--- config.mk ---
export PLATFORM = sky130hd
export DESIGN_NAME = maxpool_2x2
export DESIGN_NICKNAME = d
export VERILOG_FILES = /design/src/rtl/cnn_pkg.sv /design/src/rtl/pool_line_buf.sv /design/src/rtl/maxpool_2x2.sv
export SDC_FILE = /design/constraint.sdc
export NUM_CORES = 1
export LEC_CHECK = 0
export CORE_ASPECT_RATIO = 0.7
export CORE_MARGIN = 10
export CORE_UTILIZATION = 61
export DETAILED_ROUTE_END_ITERATION = 16
export GPL_ROUTABILITY_DRIVEN = 0
export GPL_TIMING_DRIVEN = 1
export HOLD_SLACK_MARGIN = 0.05
export PLACE_DENSITY_LB_ADDON = 0.08
export SLEW_MARGIN = 40
export SYNTH_ARGS = -nofsm -noshare
export SYNTH_HDL_FRONTEND = slang
export SYNTH_SLANG_ARGS = --single-unit
--- constraint.sdc ---
create_clock -name clk -period 5.63 [get_ports clk]
set_clock_uncertainty 0.05 [all_clocks]
set_input_delay 0.8445 -clock clk [delete_from_list [all_inputs] [get_ports clk]]
set_output_delay 0.8445 -clock clk [all_outputs]
set_load 0.01 [all_outputs]
--- src/rtl/cnn_pkg.sv ---
// Shared CNN layer constants and small elaboration helpers.
package cnn_pkg;

    localparam int unsigned DATA_W    = 13;
    localparam int unsigned IMG_W     = 26;
    localparam int unsigned IMG_H     = 26;
    localparam int unsigned CONV_K    = 3;
    localparam int unsigned N_FILTERS = 8;

    // Address width for a memory of the given depth; a 1-deep memory still gets 1 bit.
    function automatic int unsigned addr_w(input int unsigned depth);
        return (depth > 1) ? $clog2(depth) : 1;
    endfunction

endpackage

--- src/rtl/pool_line_buf.sv ---
// Line buffer holding one row of horizontal pair maxima: one write port, one async read port.
module pool_line_buf
    import cnn_pkg::*;
#(
    parameter int unsigned DEPTH = IMG_W / 2,
    parameter int unsigned WIDTH = DATA_W
) (
    input  logic                       clk,
    input  logic                       we,
    input  logic [addr_w(DEPTH)-1:0]   waddr,
    input  logic [WIDTH-1:0]           wdata,
    input  logic [addr_w(DEPTH)-1:0]   raddr,
    output logic [WIDTH-1:0]           rdata
);

    logic [WIDTH-1:0] mem [DEPTH];

    always_ff @(posedge clk) begin
        if (we) begin
            mem[waddr] <= wdata;
        end
    end

    assign rdata = mem[raddr];

endmodule

--- src/rtl/maxpool_2x2.sv ---
// Streaming 2x2 max pooling over a raster-order feature map, one pooled result per completed window.
module maxpool_2x2 #(
    parameter int unsigned DATA_W = cnn_pkg::DATA_W,
    parameter int unsigned IMG_W  = cnn_pkg::IMG_W,
    parameter int unsigned IMG_H  = cnn_pkg::IMG_H
) (
    input  logic              clk,
    input  logic              rst,
    input  logic              in_valid,
    input  logic [DATA_W-1:0] in_data,
    output logic              out_valid,
    output logic [DATA_W-1:0] out_data,
    output logic              frame_done
);
    import cnn_pkg::*;

    localparam int unsigned COL_W = $clog2(IMG_W);
    localparam int unsigned ROW_W = $clog2(IMG_H);
    localparam int unsigned BUF_D = IMG_W / 2;
    localparam int unsigned AW    = addr_w(BUF_D);

    if (IMG_W < 2 || (IMG_W % 2) != 0 || IMG_H < 2 || (IMG_H % 2) != 0) begin : g_bad_geometry
        $error("maxpool_2x2: IMG_W and IMG_H must be even and at least 2");
    end

    logic [COL_W-1:0]  col;
    logic [ROW_W-1:0]  row;
    logic [DATA_W-1:0] hold;
    logic [DATA_W-1:0] buf_rdata;
    logic [DATA_W-1:0] pair_max;
    logic [DATA_W-1:0] win_max;
    logic [AW-1:0]     buf_addr;
    logic              buf_we;
    logic              col_last;
    logic              row_last;

    always_comb begin
        col_last = (col == COL_W'(IMG_W - 1));
        row_last = (row == ROW_W'(IMG_H - 1));
        pair_max = (hold > in_data) ? hold : in_data;
        win_max  = (pair_max > buf_rdata) ? pair_max : buf_rdata;
        buf_addr = AW'(col >> 1);
        // Only even rows write; odd rows read the same entry back on the matching column.
        buf_we   = in_valid & ~rst & col[0] & ~row[0];
    end

    pool_line_buf #(
        .DEPTH (BUF_D),
        .WIDTH (DATA_W)
    ) u_line_buf (
        .clk   (clk),
        .we    (buf_we),
        .waddr (buf_addr),
        .wdata (pair_max),
        .raddr (buf_addr),
        .rdata (buf_rdata)
    );

    always_ff @(posedge clk) begin
        if (rst) begin
            col        <= '0;
            row        <= '0;
            hold       <= '0;
            out_data   <= '0;
            out_valid  <= 1'b0;
            frame_done <= 1'b0;
        end else begin
            out_valid  <= 1'b0;
            frame_done <= 1'b0;
            if (in_valid) begin
                if (!col[0]) begin
                    hold <= in_data;
                end
                if (col[0] && row[0]) begin
                    out_data   <= win_max;
                    out_valid  <= 1'b1;
                    frame_done <= col_last && row_last;
                end
                if (col_last) begin
                    col <= '0;
                    row <= row_last ? '0 : row + 1'b1;
                end else begin
                    col <= col + 1'b1;
                end
            end
        end
    end

endmodule

After elaboration in Yosys (flattened, before gate mapping)
Memory sizes are Yosys's and may differ from the RTL's. A register that Yosys moved wholly into a read port is not among the register bits. Index checks and enable logic that the tools add are counted.

Memory bits (writable): 169. Output and inout bits: 15. Memories: 1. Flip-flop bits (word level): 38.

Bitwise operators: 8. Reductions and logical operators: 7. Mux-type cells: 9. Magnitude comparators: 2. Eq/ne operators: 2. Add/subtract/negate cells: 2.

Memories: u_line_buf.mem (words 13, width 13, read ports 1, clocked after memory_dff 1, write ports 1, RTL line pool_line_buf.sv:16) `logic [WIDTH-1:0] mem [DEPTH];`.

Operators with widths (number): greater-than comparator 13 bit (2); two-way mux 13 bit (2); adder 5 x 1 -> 5 bit, second input constant (2); == test 5 bit, second input constant (2); two-way mux 5 bit (2); two-way mux 4 bit (2); AND reduction 2 bit (3); NOT 1 bit (5); bitwise AND 1 bit (3); two-way mux 1 bit (3); OR reduction 3 bit (1); logical AND 1 bit (2); OR reduction 2 bit (1).

Depth between registers and ports, before layout
Gate-level depths: netlist of run 1.

Depth after elaboration: 6. Mapped depth: 17.

Modules after synthesis
Synthesis of run 1 repeated with hierarchy kept, for this count alone.

Cells, all modules: 567. Area total of the unflattened synthesis: 8849.7 um^2.

By module, submodules not included: pool_line_buf (seq. area each 5074.9 um^2, area an instance 6517.5 um^2, cells each 284, times used 1); maxpool_2x2 (seq. area each 760.7 um^2, area an instance 2332.2 um^2, cells each 283, times used 1).

Worst setup path after synthesis of run 1
Ideal clock, no wire load.

Path type: input-to-reg. From: input in_data[4]. To: register out_data[10]. Stages: 17. Setup slack: 1.297 ns. Data arrival time: 4.142 ns. Buffers on the path: 2. Required time: 5.439 ns. Cells stage by stage: inv_1 -> ha_1 -> and3_1 -> o21ai_2 -> a311oi_2 -> o31ai_2 -> buf_4 -> mux2i_1 -> inv_1 -> ha_1 -> a21oi_1 -> a21boi_0 -> o311ai_0 -> nand3_1 -> nand3b_1 -> clkbuf_1 -> o221ai_1.

Word-level cells in the longest chain between the ends: 4.

RTL lines: start: declaration (RTL line maxpool_2x2.sv:10) `input logic [DATA_W-1:0] in_data,`; greater-than comparator 13 bit (RTL line maxpool_2x2.sv:40) `pair_max = (hold > in_data) ? hold : in_data;`; two-way mux 13 bit (RTL line maxpool_2x2.sv:40); net pair_max[3] (RTL line maxpool_2x2.sv:30) `logic [DATA_W-1:0] pair_max;`; greater-than comparator 13 bit (RTL line maxpool_2x2.sv:41) `win_max = (pair_max > buf_rdata) ? pair_max : buf_rdata;`; two-way mux 13 bit (RTL line maxpool_2x2.sv:41); end signal: assignment (RTL line maxpool_2x2.sv:75) `out_data <= win_max;`; end: declaration (RTL line maxpool_2x2.sv:12) `output logic [DATA_W-1:0] out_data,`.

The timed path passes the listed nets, and every way through them passes these cells. A chain may end at the register's enable or synchronous reset.

Worst setup path after layout of run 1
From: input in_data[4]. To: register out_data[6].

Same word-level chain as after synthesis.

==> results.yml, run 1 <==
timing:
  maxSlewHeadroom_pct: 44.60
  fin_crit_ns: 4.870
  hold_violations: 0
  setup_ws_ns: 0.7601
  worst_slew_pin_slew_ns: 0.8284
  fin_tns_setup_ns: 0
  slew_viol_final: 0
  hold_slack_ns: 0.4340
  fmax_ghz: 0.2053
  finalSetupViolCount: 0
  rsz0062_at_grt: "no"
  finalCritPeriodShare_pct: 86.50
power:
  seqPwrFrac_pct: 51.8
  ir_drop_v: 0.0002897
  p_sw_uw: 682.3
  switching_share_pct: 20.44
  p_int_mw: 2.655
  pwr-share-comb_pct: 6.3
  p_leak_nw: 3.552
  power_frac_clock_pct: 41.9
  power.density_nw_per_um2: 328.6
clock_tree:
  h-tree-depth: 1
  cts.sinks: 211
  cts_setup_buffers: 0
  clk_pin_slew_worst_paths_ns: 0.07
  cts_buffer_depth: 3
  numCtsBuffers: 20
  cts_tree: "yes"
  cts-root-buf: "clkbuf_16"
  cts_resized: 0
  clock_latency_ns: 0.48
  cts_hold_buf: 0
yosys:
  netlist_instances: 572
  synth-edff-count: 169
  syn_nets: 618
  ys_top_cells_by_count: "169 x edfxtp_1, 54 x nand2_1, 42 x dfxtp_1"
  yosys.area.top_type_share_pct: 57.23
  seq_area_frac_synth_pct: 66.71
  synth.distinct_cells: 43
  syn_area_um2: 8867
  synth_area_per_cell_um2: 15.50
  synth_top_area_cell: "edfxtp_1"
  synth-main-ff-cell: "edfxtp_1"
  synth_most_common_cell: "edfxtp_1"
  ys.warnings.count: 0
  synthTopCellsByArea: "edfxtp_1 57%, mux4_2 10%, dfxtp_1 9.5%"
  ys_ff_latch: 211
  async_reset_ff_share_pct: 0
setup_path:
  critPathLaunchType: "input pin"
  setup.worst_path.start: "in_data[4]"
  slowest_stage: "clkdlybuf4s50_1"
  worstPathRequired_ns: 5.91
  cpPeakStageDelay_ns: 0.50
  r2r_cells: 15
  path_cells: "clkdlybuf4s50_1 > inv_1 > ha_1 > and3_1 > o21ai_2 > a311oi_2 > o31ai_2 > buf_4 > mux2i_1 > inv_1 > ha_1 > a21oi_1 > a21boi_0 > o311ai_0 > nand3_1 > nand3b_1 > o221ai_1"
  r2r_slack_ns: 1.37
  crit_path_end: "out_data[6]$_SDFFE_PP0P_"
  r2r_end: "out_data[6]$_SDFFE_PP0P_"
  worstReg2RegStart: "hold[4]$_SDFFE_PP0P_"
  criticalPathCategory: "in2reg"
  cp_max_fo: 14
  endpoint_kind: "register"
  worst_ep_arrival_time_ns: 5.15
floorplan:
  core_area_um2: 14100
  ios: 31
  initial_core_util_pct: 62.89
  rows: 36
  die_y_um: 120.9
  dieWidth_um: 164.1
  die_area_um2: 19840
route:
  drc: 0
  vias: 4975
  wl_per_cell_um: 22.12
  vias_per_cell: 6.045
  firstDrtPassIters: 5
  drt_iter0_markers: 429
  drt_wl_total_um: 18210
  ant_nets: 0
worst_hold_path:
  hold_path_class: "reg2reg"
layout:
  drive_gt1_share_pct: 17.85
  instances_no_fill: 823
  num_antenna_cells: 0
  num-nets-final: 667
  area_delta_synth_final_pct: 14.55
place:
  dp_cells: 789
  port_buffers: 30
  pre_cts_ws_ns: 0.4636
  dp_hpwl_um: 12300
run:
  cap_violations: 0
grt:
  antenna_found_initial: 0
  grt_use_total_pct: 18.79
  grt_overflow_total: 0
  grt_pass1_vias: 5127
  grt_pass1_wl_um: 29060
  grt_max_degree: 28
run_status:
  status: "completed"
==> worst min path at each step <==
stage	cells past startpoint	start	endpoint
after floorplan	2	hold[0]$_SDFFE_PP0P_	hold[0]$_SDFFE_PP0P_
after global placement	2	hold[0]$_SDFFE_PP0P_	hold[0]$_SDFFE_PP0P_
after detailed placement	2	out_data[8]$_SDFFE_PP0P_	out_data[8]$_SDFFE_PP0P_
after CTS	2	hold[0]$_SDFFE_PP0P_	hold[0]$_SDFFE_PP0P_
after global routing	2	hold[1]$_SDFFE_PP0P_	hold[1]$_SDFFE_PP0P_
final	2	hold[0]$_SDFFE_PP0P_	hold[0]$_SDFFE_PP0P_
==> cell type report <==
class / count / area (µm²)
clock inverter: 11 / 151.4
fill: 895 / 3941
sequential: 211 / 5923
tap: 190 / 237.7
multi-input combinational: 305 / 2730
clock buffer: 23 / 533.0
timing repair buffer: 52 / 465.4
inverter: 31 / 116.4
==> power by group through the flow <==
stage                     Clock [mW]  Combinational [mW]  Sequential (mW)
after detailed placement           0               0.208             1.76
after global placement             0               0.201             1.76
after CTS                       1.41               0.210             1.73
after floorplan                    0               0.153             1.75
final                           1.40               0.211             1.73
after global routing            1.49               0.234             1.73
==> metrics by stage <==
| step | total power [mW] | util (%) | area, µm² |
|---|---|---|---|
| 2_1_floorplan | 1.901 | - | 8867 |
| 3_3_place_gp | 1.964 | 67.11 | 9462 |
| 3_5_place_dp | 1.971 | 67.17 | 9470 |
| 4_1_cts | 3.352 | 72.03 | 10150 |
| 5_1_grt | 3.451 | 72.04 | 10160 |
| 6_report | 3.337 | 72.04 | 10160 |
==> logic make-up (layout without fill, tap and decap cells) <==
kind of cell	count (synthesis)	after routing	share of synthesized area, %
buffers and inverters	56	117	2.667
flip-flops	211	211	66.71
AND/OR/NAND/NOR	128	128	6.589
adder cells (fa/ha/maj)	30	30	4.233
multiplexers	76	76	14.39
XOR/XNOR	7	7	0.6914
AO/OA/AOI/OAI	64	64	4.713
==> registers in the layout (all words and copies together) (netlist names), named ones only <==
| signal | count |
|---|---|
| col | 5 |
| frame_done | 1 |
| hold | 13 |
| out_data | 13 |
| out_valid | 1 |
| row | 5 |
| u_line_buf.mem | 169 |
==> critical path: cells and delay by family <==
kind	cells	cell delay, ns
buf+inv	4	1.00
fa+ha+maj	2	0.71
compound gates	7	1.53
simple gates	3	0.80
mux	1	0.25
==> per-layer routing <==
metal / up-vias / global-route usage [%] / share of wire [%]
met2: 159 / 29.22 / 48
li1: 2288 / - / -
met5: - / 0 / 0
met1: 2506 / 27.65 / 45
met4: 0 / 3.619 / 1.4
met3: 22 / 3.051 / 5.6
==> cell usage in the layout (no fill, tap or decap), types with 2 or more instances in the layout <==
master and count:
dfxtp_1 38, nor2_1 34, o21ai_1 5, and4b_1 2
clkinv_1 5, o21ai_0 4, mux2i_1 24, edfxtp_1 169
nand2b_1 4, clkbuf_1 2, mux2_2 12, inv_1 31
mux4_2 40, nor3_1 2, and2_1 2, clkbuf_16 21
nand2_1 54, nand3_1 5, xnor2_1 2, buf_4 22
bufinv_16 4, a21o_1 2, ha_1 30, clkdlybuf4s50_1 30
xor2_1 5, nand3b_1 3, dfxtp_2 3, a21oi_1 30
and3_1 4, o31ai_1 2, nor3_2 2, nand4_1 9
a211oi_1 2, o221ai_1 12
No activity file was read; power rests on OpenSTA's default activity.
==> run 2: changes to the inputs <==
CORE_UTILIZATION = 52   (was 61)
MAX_ROUTING_LAYER = met4   (was unset)
==> run 2 against run 1 <==
Global-route usage shrank 2.0 points. Sequential cell count is the same. First-iteration DRC count grew 1.6%. Total power shrank 4.6%. Clock-buffer cell count grew 6. Largest cell class unchanged.
==> results.yml, run 2 (synthesis results as in run 1) <==
run_status:
  status: "completed"
floorplan:
  initial_core_util_pct: 53.60
  die_area_um2: 22760
  core_area_um2: 16540
  dieWidth_um: 176.1
  die_y_um: 129.3
  ios: 31
  rows: 39
route:
  drt_wl_total_um: 18680
  vias: 4962
  firstDrtPassIters: 5
  drc: 0
  vias_per_cell: 5.831
  ant_nets: 0
  wl_per_cell_um: 21.94
  drt_iter0_markers: 436
clock_tree:
  cts_buffer_depth: 3
  cts.sinks: 211
  cts_setup_buffers: 0
  cts_tree: "yes"
  h-tree-depth: 1
  cts_resized: 0
  cts-root-buf: "clkbuf_16"
  cts_hold_buf: 0
  clk_pin_slew_worst_paths_ns: 0.06
  numCtsBuffers: 20
  clock_latency_ns: 0.49
grt:
  grt_pass1_vias: 5004
  grt_overflow_total: 0
  grt_pass1_wl_um: 28890
  grt_use_total_pct: 16.75
  antenna_found_initial: 0
  grt_max_degree: 34
setup_path:
  slowest_stage: "clkdlybuf4s50_1"
  cpPeakStageDelay_ns: 0.52
  endpoint_kind: "register"
  path_cells: "clkdlybuf4s50_1 > inv_1 > ha_1 > and3_1 > o21ai_2 > a311oi_2 > o31ai_2 > buf_4 > mux2i_1 > inv_1 > ha_1 > a21oi_1 > a21boi_0 > o311ai_0 > nand3_1 > nand3b_1 > o221ai_1"
  criticalPathCategory: "in2reg"
  r2r_slack_ns: 1.38
  cp_max_fo: 14
  worstPathRequired_ns: 5.91
  crit_family: "compound AO/OA/AOI/OAI gates"
  crit_buf_inv: 4
  worst_ep_arrival_time_ns: 5.14
  critPathLaunchType: "input pin"
  setup.worst_path.start: "in_data[4]"
layout:
  num_antenna_cells: 0
  num-nets-final: 659
  instances_no_fill: 851
  drive_gt1_share_pct: 17.25
  top_regs: "u_line_buf.mem: 169 flops, hold: 13 flops, out_data: 13 flops"
  regMostFlops: "u_line_buf.mem"
  largest_reg_flops: 169
  post-route-util_pct: 61.09
  multi_input_area_um2: 2775
  area_delta_synth_final_pct: 13.97
  final_cell_area_um2: 10110
  seqCellArea_um2: 5918
  nFillCells: 1228
  layout_common_cells: "169 x edfxtp_1, 54 x nand2_1, 40 x mux4_2, 40 x dfxtp_1, 31 x inv_1"
  mostFrequentLayoutCell: "edfxtp_1"
timing:
  fin_crit_ns: 4.857
  fin_tns_setup_ns: 0
  hold_slack_ns: 0.4197
  finalSetupViolCount: 0
  rsz0062_at_grt: "no"
  maxSlewHeadroom_pct: 41.39
  worst_slew_pin_slew_ns: 0.8764
  setup_ws_ns: 0.7729
  finalCritPeriodShare_pct: 86.27
  slew_viol_final: 0
  fmax_ghz: 0.2059
  hold_violations: 0
worst_hold_path:
  holdCritStartpoint: "out_data[9]$_SDFFE_PP0P_"
  hold_path_class: "reg2reg"
place:
  dp_hpwl_um: 12580
  dp_cells: 816
  pre_cts_ws_ns: 0.3683
  port_buffers: 30
  placed_area_um2: 9505
power:
  report.power.total_mw: 3.184
  ir_drop_v: 0.0002454
  p_leak_nw: 3.470
  power.density_nw_per_um2: 315.0
run:
  cap_violations: 0
-- run 2: changes by cell type in the layout (fill, tap and decap cells not counted), moves of 2 or more --
| cell | previous run | this run |
|---|---|---|
| buf_4 | 22 | 13 |
| clkbuf_1 | 2 | 7 |
| bufinv_16 | 4 | 0 |
| clkinv_1 | 5 | 2 |
| dfxtp_1 | 38 | 40 |
| nor2_4 | 0 | 6 |
| nor2_1 | 34 | 28 |
-- run 2: per-layer routing --
| metal | share of wire, % | track usage [%] |
|---|---|---|
| met5 | 0 | - |
| met3 | 5.1 | 2.409 |
| met4 | 1.2 | 3.131 |
| met1 | 49 | 24.25 |
| met2 | 45 | 24.92 |
-- run 2: cell type report --
class	instances	area share, %
multi-input cells	305	27.46
clock inverters	6	0.3095
well taps	225	2.786
repair buffers	44	4.135
inverters	31	1.151
flip-flops and latches	211	58.56
clock buffers	29	5.596
-- run 2: report_power, final --
part / switching, mW / total, mW / leakage (nW) / internal [mW]
Combinational: 0.130 / 0.217 / 1.32 / 0.0869
Sequential: 0.0154 / 1.73 / 1.87 / 1.71
Clock: 0.543 / 1.24 / 0.289 / 0.698
Total: 0.689 / 3.18 / 3.47 / 2.49
-- run 2: worst min-delay path: stages, from the launching register on --
cell and delay (ns):
dfxtp_1 0.33, nand2_1 0.05, o221ai_1 0.06
-- run 2: path summary, 6_finish.rpt --
check / to / depth (start not counted)
max: out_data[8]$_SDFFE_PP0P_ / 17
min: out_data[9]$_SDFFE_PP0P_ / 2
max reg2reg: out_data[8]$_SDFFE_PP0P_ / 11
min reg2reg: out_data[9]$_SDFFE_PP0P_ / 2
